**src/rtl/adder_pkg.sv**
```systemverilog
// adder_pkg: defaults, slice-width helper and geometry check shared by pipelined_adder.
`ifndef ADDER_PKG_SV
`define ADDER_PKG_SV
`define ADDER_SLICE_W(w, s) ((w) / (s))
package adder_pkg;
  localparam int DEFAULT_WIDTH = 16;
  localparam int DEFAULT_STAGES = 4;
  function automatic logic geometry_ok(input int w, input int s);
    return s >= 1 && s <= w && w % s == 0;
  endfunction
endpackage
`endif

```
**src/rtl/adder_slice.sv**
```systemverilog
// adder_slice: combinational W-bit add with carry-in; also reports the carry into its MSB.
module adder_slice #(
  parameter int W = 4
) (
  input  logic [W-1:0] a,
  input  logic [W-1:0] b,
  input  logic         ci,
  output logic [W-1:0] s,
  output logic         co,
  output logic         c_msb
);
  logic [W:0] t;
  assign t = {1'b0, a} + {1'b0, b} + {{W{1'b0}}, ci};
  assign s = t[W-1:0];
  assign co = t[W];
  assign c_msb = a[W-1] ^ b[W-1] ^ s[W-1];
endmodule

```
**src/rtl/pipelined_adder.sv**
```systemverilog
// pipelined_adder: STAGES-deep WIDTH-bit adder, carry ripples one slice per clock.
// Define ADDER_SUBTRACT_EN to add the sub port (sum = a-b when sub=1).
module pipelined_adder
  import adder_pkg::*;
#(
  parameter int WIDTH  = DEFAULT_WIDTH,
  parameter int STAGES = DEFAULT_STAGES
) (
  input  logic             clk,
  input  logic             rst_n,
  input  logic             in_valid,
  output logic             in_ready,
  input  logic [WIDTH-1:0] a,
  input  logic [WIDTH-1:0] b,
  input  logic             cin,
`ifdef ADDER_SUBTRACT_EN
  input  logic             sub,
`endif
  output logic             out_valid,
  input  logic             out_ready,
  output logic [WIDTH-1:0] sum,
  output logic             cout,
  output logic             ovf
);
  localparam int SLICE_W = `ADDER_SLICE_W(WIDTH, STAGES);
  logic adv;
  logic ovf_d;
  if (!geometry_ok(WIDTH, STAGES)) begin : g_bad_geometry
    $error("pipelined_adder: STAGES must be in 1..WIDTH and divide WIDTH");
  end
  assign adv = !out_valid || out_ready;
  assign in_ready = adv;
  // Stage k owns its input skew registers (slices k..STAGES-1 of a/b) and its output registers.
  for (genvar k = 0; k < STAGES; k++) begin : g_stg
    logic [(STAGES-k)*SLICE_W-1:0] opa;
    logic [(STAGES-k)*SLICE_W-1:0] opb;
    logic [(k+1)*SLICE_W-1:0]      sn;
    logic [(k+1)*SLICE_W-1:0]      s_q;
    logic [SLICE_W-1:0]            bs;
    logic [SLICE_W-1:0]            ps;
    logic                          ci;
    logic                          co;
    logic                          vi;
    logic                          c_q;
    logic                          v_q;
`ifdef ADDER_SUBTRACT_EN
    logic sb;
    assign bs = sb ? ~opb[SLICE_W-1:0] : opb[SLICE_W-1:0];
`else
    assign bs = opb[SLICE_W-1:0];
`endif
    if (k == 0) begin : g_head
      assign opa = a;
      assign opb = b;
      assign vi = in_valid;
      assign sn = ps;
`ifdef ADDER_SUBTRACT_EN
      assign sb = sub;
      assign ci = sub | cin;
`else
      assign ci = cin;
`endif
    end else begin : g_body
      assign vi = g_stg[k-1].v_q;
      assign ci = g_stg[k-1].c_q;
      assign sn = {ps, g_stg[k-1].s_q};
      always_ff @(posedge clk or negedge rst_n)
        if (!rst_n) begin
          opa <= '0;
          opb <= '0;
        end else if (adv) begin
          opa <= g_stg[k-1].opa[(STAGES-k+1)*SLICE_W-1:SLICE_W];
          opb <= g_stg[k-1].opb[(STAGES-k+1)*SLICE_W-1:SLICE_W];
        end
`ifdef ADDER_SUBTRACT_EN
      always_ff @(posedge clk or negedge rst_n)
        if (!rst_n)
          sb <= 1'b0;
        else if (adv)
          sb <= g_stg[k-1].sb;
`endif
    end
    if (k == STAGES-1) begin : g_top
      logic c_msb;
      adder_slice #(.W(SLICE_W)) u_slice (
        .a    (opa[SLICE_W-1:0]),
        .b    (bs),
        .ci   (ci),
        .s    (ps),
        .co   (co),
        .c_msb(c_msb)
      );
      assign ovf_d = c_msb ^ co;
    end else begin : g_low
      logic c_msb_unused;
      adder_slice #(.W(SLICE_W)) u_slice (
        .a    (opa[SLICE_W-1:0]),
        .b    (bs),
        .ci   (ci),
        .s    (ps),
        .co   (co),
        .c_msb(c_msb_unused)
      );
    end
    always_ff @(posedge clk or negedge rst_n)
      if (!rst_n) begin
        s_q <= '0;
        c_q <= 1'b0;
        v_q <= 1'b0;
      end else if (adv) begin
        s_q <= sn;
        c_q <= co;
        v_q <= vi;
      end
  end
  always_ff @(posedge clk or negedge rst_n)
    if (!rst_n)
      ovf <= 1'b0;
    else if (adv)
      ovf <= ovf_d;
  assign sum = g_stg[STAGES-1].s_q;
  assign cout = g_stg[STAGES-1].c_q;
  assign out_valid = g_stg[STAGES-1].v_q;
endmodule

```
**config.mk**
```make
export PLATFORM = sky130hd
export DESIGN_NAME = pipelined_adder
export DESIGN_NICKNAME = d
export VERILOG_FILES = /design/src/rtl/adder_pkg.sv /design/src/rtl/adder_slice.sv /design/src/rtl/pipelined_adder.sv
export SDC_FILE = /design/constraint.sdc
export NUM_CORES = 1
export LEC_CHECK = 0
export CAP_MARGIN = 30
export CORE_MARGIN = 5
export CORE_UTILIZATION = 50
export CTS_CLUSTER_SIZE = 10
export DETAILED_ROUTE_END_ITERATION = 8
export PLACE_DENSITY = 0.73
export SYNTH_ARGS = -nofsm -noshare
export SYNTH_HDL_FRONTEND = slang
export SYNTH_SLANG_ARGS = --single-unit
```
**constraint.sdc**
```tcl
create_clock -name clk -period 5.7 [get_ports clk]
set_clock_uncertainty 0.2 [all_clocks]
set_input_delay 1.71 -clock clk [delete_from_list [all_inputs] [get_ports clk]]
set_output_delay 1.71 -clock clk [all_outputs]
set_load 0.05 [all_outputs]
```
==> results.yml, run 1 <==
worst_setup_path:
  rr_worst_depth: 6
  r2r-start: "g_stg[2].c_q"
  r2r_end: "ovf"
  cp-end-kind: "primary output"
  required_ps: 3790
  worst_setup_path_start_kind: "input port"
  critPathArrivalTime_ps: 2550
  regToRegSetupSlack_ps: 3460
  cp_max_fo: 2
  crit_type: "in -> out"
logic_synthesis:
  synth_area_per_cell_sq_um: 9.381
  synth_edf_count: 0
  ys_seq_elements: 97
  async_flop_share_pct: 100.0
  netlist_area_sq_um: 4184
  synth_flop_cell: "dfrtp_1"
  syn_inst: 446
  yosysSeqAreaShare_pct: 58.01
  netlist-cell-type-count: 21
  mappedNetlistNets: 503
  synth_warnings: 0
min_path:
  holdPathEnd: "out_valid"
  hold_depth: 1
  holdCritPathClass: "reg -> reg"
  min_from: "g_stg[2].v_q"
cts:
  root_buffer: "clkbuf_8"
  cts_setup_buffers: 0
  tritoncts: "done"
  cts.repair.resized: 0
  cts_buffers: 9
  clk_pin_slew_ps: 90
  htreeDepth: 3
  cts_hold_buf: 0
  cts.sinks: 97
  clk_latency_ps: 370
  cts_max_path_buffers: 2
sta:
  hold_violations: 0
  report.final.slew_viol_count: 0
  rsz0062_at_grt: "no"
  post-route-min-period_ps: 4457
  min_period_over_period_pct: 78.20
  setup-tns-final_ps: 0
  fmaxAchievable_mhz: 224.4
  worstMarginPinSlew_ps: 923.7
  setup_viol: 0
  slew_headroom_pct: 38.42
  holdWs_ps: 262.4
pwr:
  ir_worst_vdd_mv: 0.1932
  power_density_nw_per_um2: 568.7
  p_leak_nw: 2.565
detailed_routing:
  dr.pass1.iters: 4
  wl_mm: 7.229
  drc: 0
  num_vias: 2837
  drt_iter0_drc: 163
  wl_per_cell_um: 11.95
  ant_nets: 0
  viasPerCell: 4.689
grt:
  grt_max_degree: 100
  antenna_found_initial: 0
  grt_pass1_wl_mm: 13.00
  grt-ovfl-total: 0
  grt_pass1_vias: 2878
  grt_usage_pct: 16.19
floorplanning:
  fp.dieW_um: 101.5
  core_sq_um: 8175
  die_area_sq_um: 10300
  fp-row-count: 33
  ios: 57
  initial_core_util_pct: 51.18
  die_height_um: 101.5
place:
  io_buffers: 56
  gp_congestion: 0.7727
  hpwl_mm: 4.806
final_layout:
  diodes: 0
  nNetsFinal: 552
  area_delta_synth_final_pct: 18.78
  drive_gt1_share_pct: 5.200
  final_common_cell: "nand2_1"
  n_fill_cell: 732
  layout_common_cells: "nand2_1 (246), dfrtp_1 (97), clkdlybuf4s50_1 (54)"
outcome:
  status: "finished, final reports clean"
job:
  cap_viol_max_count: 0
-- flip-flops by register name, summed over array words and instances (netlist names), 3 cells and up --
register   flops
sum           16
g_stg.v_q      3
g_stg.opa     24
g_stg.c_q      3
g_stg.s_q     24
g_stg.bs       4
g_stg.opb     20
-- how the worst max path moves through the flow --
stage,start,to,slack [ps],depth (start not counted)
2_1_floorplan,out_ready,in_ready,1540,4
3_3_place_gp,out_ready,in_ready,1230,4
3_5_place_dp,out_ready,in_ready,1230,4
4_1_cts,out_ready,in_ready,1220,4
5_1_grt,out_ready,in_ready,1210,4
6_report,out_ready,in_ready,1240,4
-- critical path, cell delays in order --
cell and delay, ps:
clkdlybuf4s50_1 440, nor2b_4 190, inv_4 60, buf_12 140
-- report_power, final --
group	total [mW]	switching [mW]	internal [mW]
combinational	1.17	0.727	0.445
sequential	1.15	0.166	0.987
clock	0.501	0.240	0.261
total	2.83	1.13	1.69
-- cell type report --
| cell class | instances | area [sq um] | share of cell area [%] |
|---|---|---|---|
| timing repair buffer | 59 | 590.6 | 11.88 |
| tap | 105 | 131.4 | 2.644 |
| multi-input combinational | 320 | 1560 | 31.39 |
| inverter | 8 | 32.53 | 0.6546 |
| clock buffer | 10 | 137.6 | 2.769 |
| sequential | 97 | 2427 | 48.84 |
| clock inverter | 6 | 90.09 | 1.813 |
-- Yosys cell counts (4+ instances only) --
cell type	instances	area, sq um
o21ai_1	4	20.02
a21oi_1	12	60.06
nor2_1	10	37.54
nand2_1	246	923.4
buf_2	9	45.04
inv_1	7	26.28
xor2_1	5	43.79
a21o_1	6	45.04
ha_1	12	150.1
buf_6	9	101.4
dfrtp_1	97	2427
fa_1	8	160.2
o21ai_0	7	35.03
-- per-stage QoR --
step	setup WS [ps]	total power [mW]	util (%)	std cells	area [sq um]
detailed placement	1227	2.355	58.00	589	4742
global placement	1225	2.302	58.00	589	4742
floorplan	1536	2.033	-	446	4184
CTS	1223	2.860	60.79	605	4970
global route	1209	3.053	60.79	605	4970
finish	1243	2.826	60.79	605	4970
-- cell families after synthesis --
family | synth area share [%]
and+or+nand+nor | 23.62
DFF | 58.01
AOI/OAI and AO/OA | 4.456
buffers and inverters | 4.815
adders and majority gates | 7.416
xor gates and xnor gates | 1.675
-- routing by layer --
metal | GRT usage [%] | routed length [um] | vias to the layer above
li1 | - | - | 1468
met2 | 24.70 | 3300 | 55
met4 | 7.362 | 142 | 0
met3 | 3.444 | 284 | 9
met1 | 22.38 | 3502 | 1305
met5 | 0 | 0 | -
(Power assumes the default switching activity.)
==> run 2, diff against run 1 <==
- CORE_UTILIZATION: 50 -> 49
- PLACE_DENSITY: 0.73 -> 0.74
- clock period: 5.7 -> 4.1 ns (I/O delays scaled with it)
==> run 2 against run 1 <==
  * Routed wire length up 1.0%
  * Highest routed layer unchanged
  * Clock power up 25%
  * Largest power group is now registers
  * Sequential share of layout area up 0.099 points
==> results.yml, run 2 (synthesis results as in run 1) <==
outcome:
  status: "finished, final reports clean"
final_layout:
  design_area_sq_um: 4960
  layout_common_cells: "nand2_1 (246), dfrtp_1 (97), clkdlybuf4s50_1 (54)"
  n_fill_cell: 737
  diodes: 0
  drive_gt1_share_pct: 5.389
  post-route-util_pct: 60.06
  area_delta_synth_final_pct: 18.54
  final_common_cell: "nand2_1"
  nNetsFinal: 553
  layoutNonFillerInstCount: 606
  largestRegisters: "g_stg.s_q: 24 flops, g_stg.opa: 24 flops, g_stg.opb: 20 flops"
floorplanning:
  die_height_um: 102.4
  die_area_sq_um: 10490
  fp.dieW_um: 102.4
  core_sq_um: 8258
  initial_core_util_pct: 50.67
  ios: 57
  fp-row-count: 33
min_path:
  holdPathEnd: "g_stg[1].v_q"
  holdCritPathClass: "reg -> reg"
  min_from: "g_stg[0].v_q"
  hold_depth: 2
sta:
  slew_headroom_pct: 38.18
  setup_ws_ps: 575.7
  report.final.slew_viol_count: 0
  min_period_over_period_pct: 85.96
  setup_viol: 0
  fmaxAchievable_mhz: 283.7
  setup-tns-final_ps: 0
  post-route-min-period_ps: 3524
  hold_violations: 0
  worstMarginPinSlew_ps: 927.3
  rsz0062_at_grt: "no"
grt:
  antenna_found_initial: 0
  grt_max_degree: 100
  grt_pass1_vias: 2905
  grt-ovfl-total: 0
  grt_pass1_wl_mm: 12.61
  grt_usage_pct: 15.45
cts:
  cts_buffers: 9
  cts_hold_buf: 0
  clk_pin_slew_ps: 100
  root_buffer: "clkbuf_8"
  htreeDepth: 3
  clk_latency_ps: 360
  cts.repair.resized: 0
  cts_max_path_buffers: 2
  tritoncts: "done"
  cts.sinks: 97
  cts_setup_buffers: 0
worst_setup_path:
  cp_max_fo: 2
  worst_setup_path_start_kind: "input port"
  crit_type: "in -> out"
  cp-end-kind: "primary output"
  required_ps: 2670
  r2r-start: "g_stg[2].c_q"
  critPathArrivalTime_ps: 2090
  regToRegSetupSlack_ps: 1840
  rr_worst_depth: 6
  r2r_end: "ovf"
place:
  placed_cells: 590
  io_buffers: 56
  gp_congestion: 0.7608
  hpwl_mm: 4.860
  place_worst_setup_slack_ps: 568.5
  dpl_cell_area_sq_um: 4757
detailed_routing:
  num_vias: 2867
  ant_nets: 0
  wl_mm: 7.301
  drc: 0
  drt_iter0_drc: 146
  viasPerCell: 4.731
  dr.pass1.iters: 5
  wl_per_cell_um: 12.05
job:
  cap_viol_max_count: 0
pwr:
  ir_worst_vdd_mv: 0.2561
  p_leak_nw: 2.557
  power_density_nw_per_um2: 776.3
-- run 2: changes by cell type in the layout (fill, tap and decap cells not counted) --
cell,change
buf_4,+1
buf_12,-1
clkinvlp_4,+1
clkbuf_8,-1
bufinv_16,-1
inv_8,+1
buf_16,+1
-- run 2: power breakdown --
part           internal (mW)  switching (mW)  leakage, nW
Clock                  0.288           0.339       0.0977
Combinational          0.614           0.997         1.29
Sequential              1.37           0.239         1.17
Total                   2.28            1.58         2.56
-- run 2: routing by layer --
layer  vias up  GRT usage, %  wire [um]
met5         -             0          0
met2        54         25.54       3562
met3         9         3.072        245
li1       1476             -          -
met1      1328         20.13       3383
met4         0         6.155        109
-- run 2: stage by stage --
| stage | hold WS [ps] | power, mW |
|---|---|---|
| after global placement | 241.2 | 3.182 |
| after CTS | 274.6 | 3.903 |
| after detailed placement | 255.3 | 3.258 |
| after global routing | 287.0 | 4.159 |
| final | 268.5 | 3.850 |
| after floorplan | 230.0 | 2.826 |
-- run 2: layout make-up --
cell class	count	area, sq um	area share [%]
tap	105	131.4	2.649
multi-input combinational	320	1560	31.46
inverter	8	32.53	0.6559
clock buffer	9	123.9	2.497
timing repair buffer	60	605.6	12.21
clock inverter	7	78.83	1.589
sequential	97	2427	48.94
-- run 2: worst max-delay path, stage by stage --
cell and delay (ps):
clkdlybuf4s50_1 440, nor2b_4 190, inv_4 40, buf_4 180
-- run 2: worst max path at each step --
stage               from  slack (ps)       end  cells past startpoint
4_1_cts        out_ready         570  in_ready                      4
3_3_place_gp   out_ready         560  in_ready                      4
3_5_place_dp   out_ready         570  in_ready                      4
5_1_grt        out_ready         550  in_ready                      4
6_report       out_ready         580  in_ready                      4
2_1_floorplan  out_ready         900  in_ready                      4
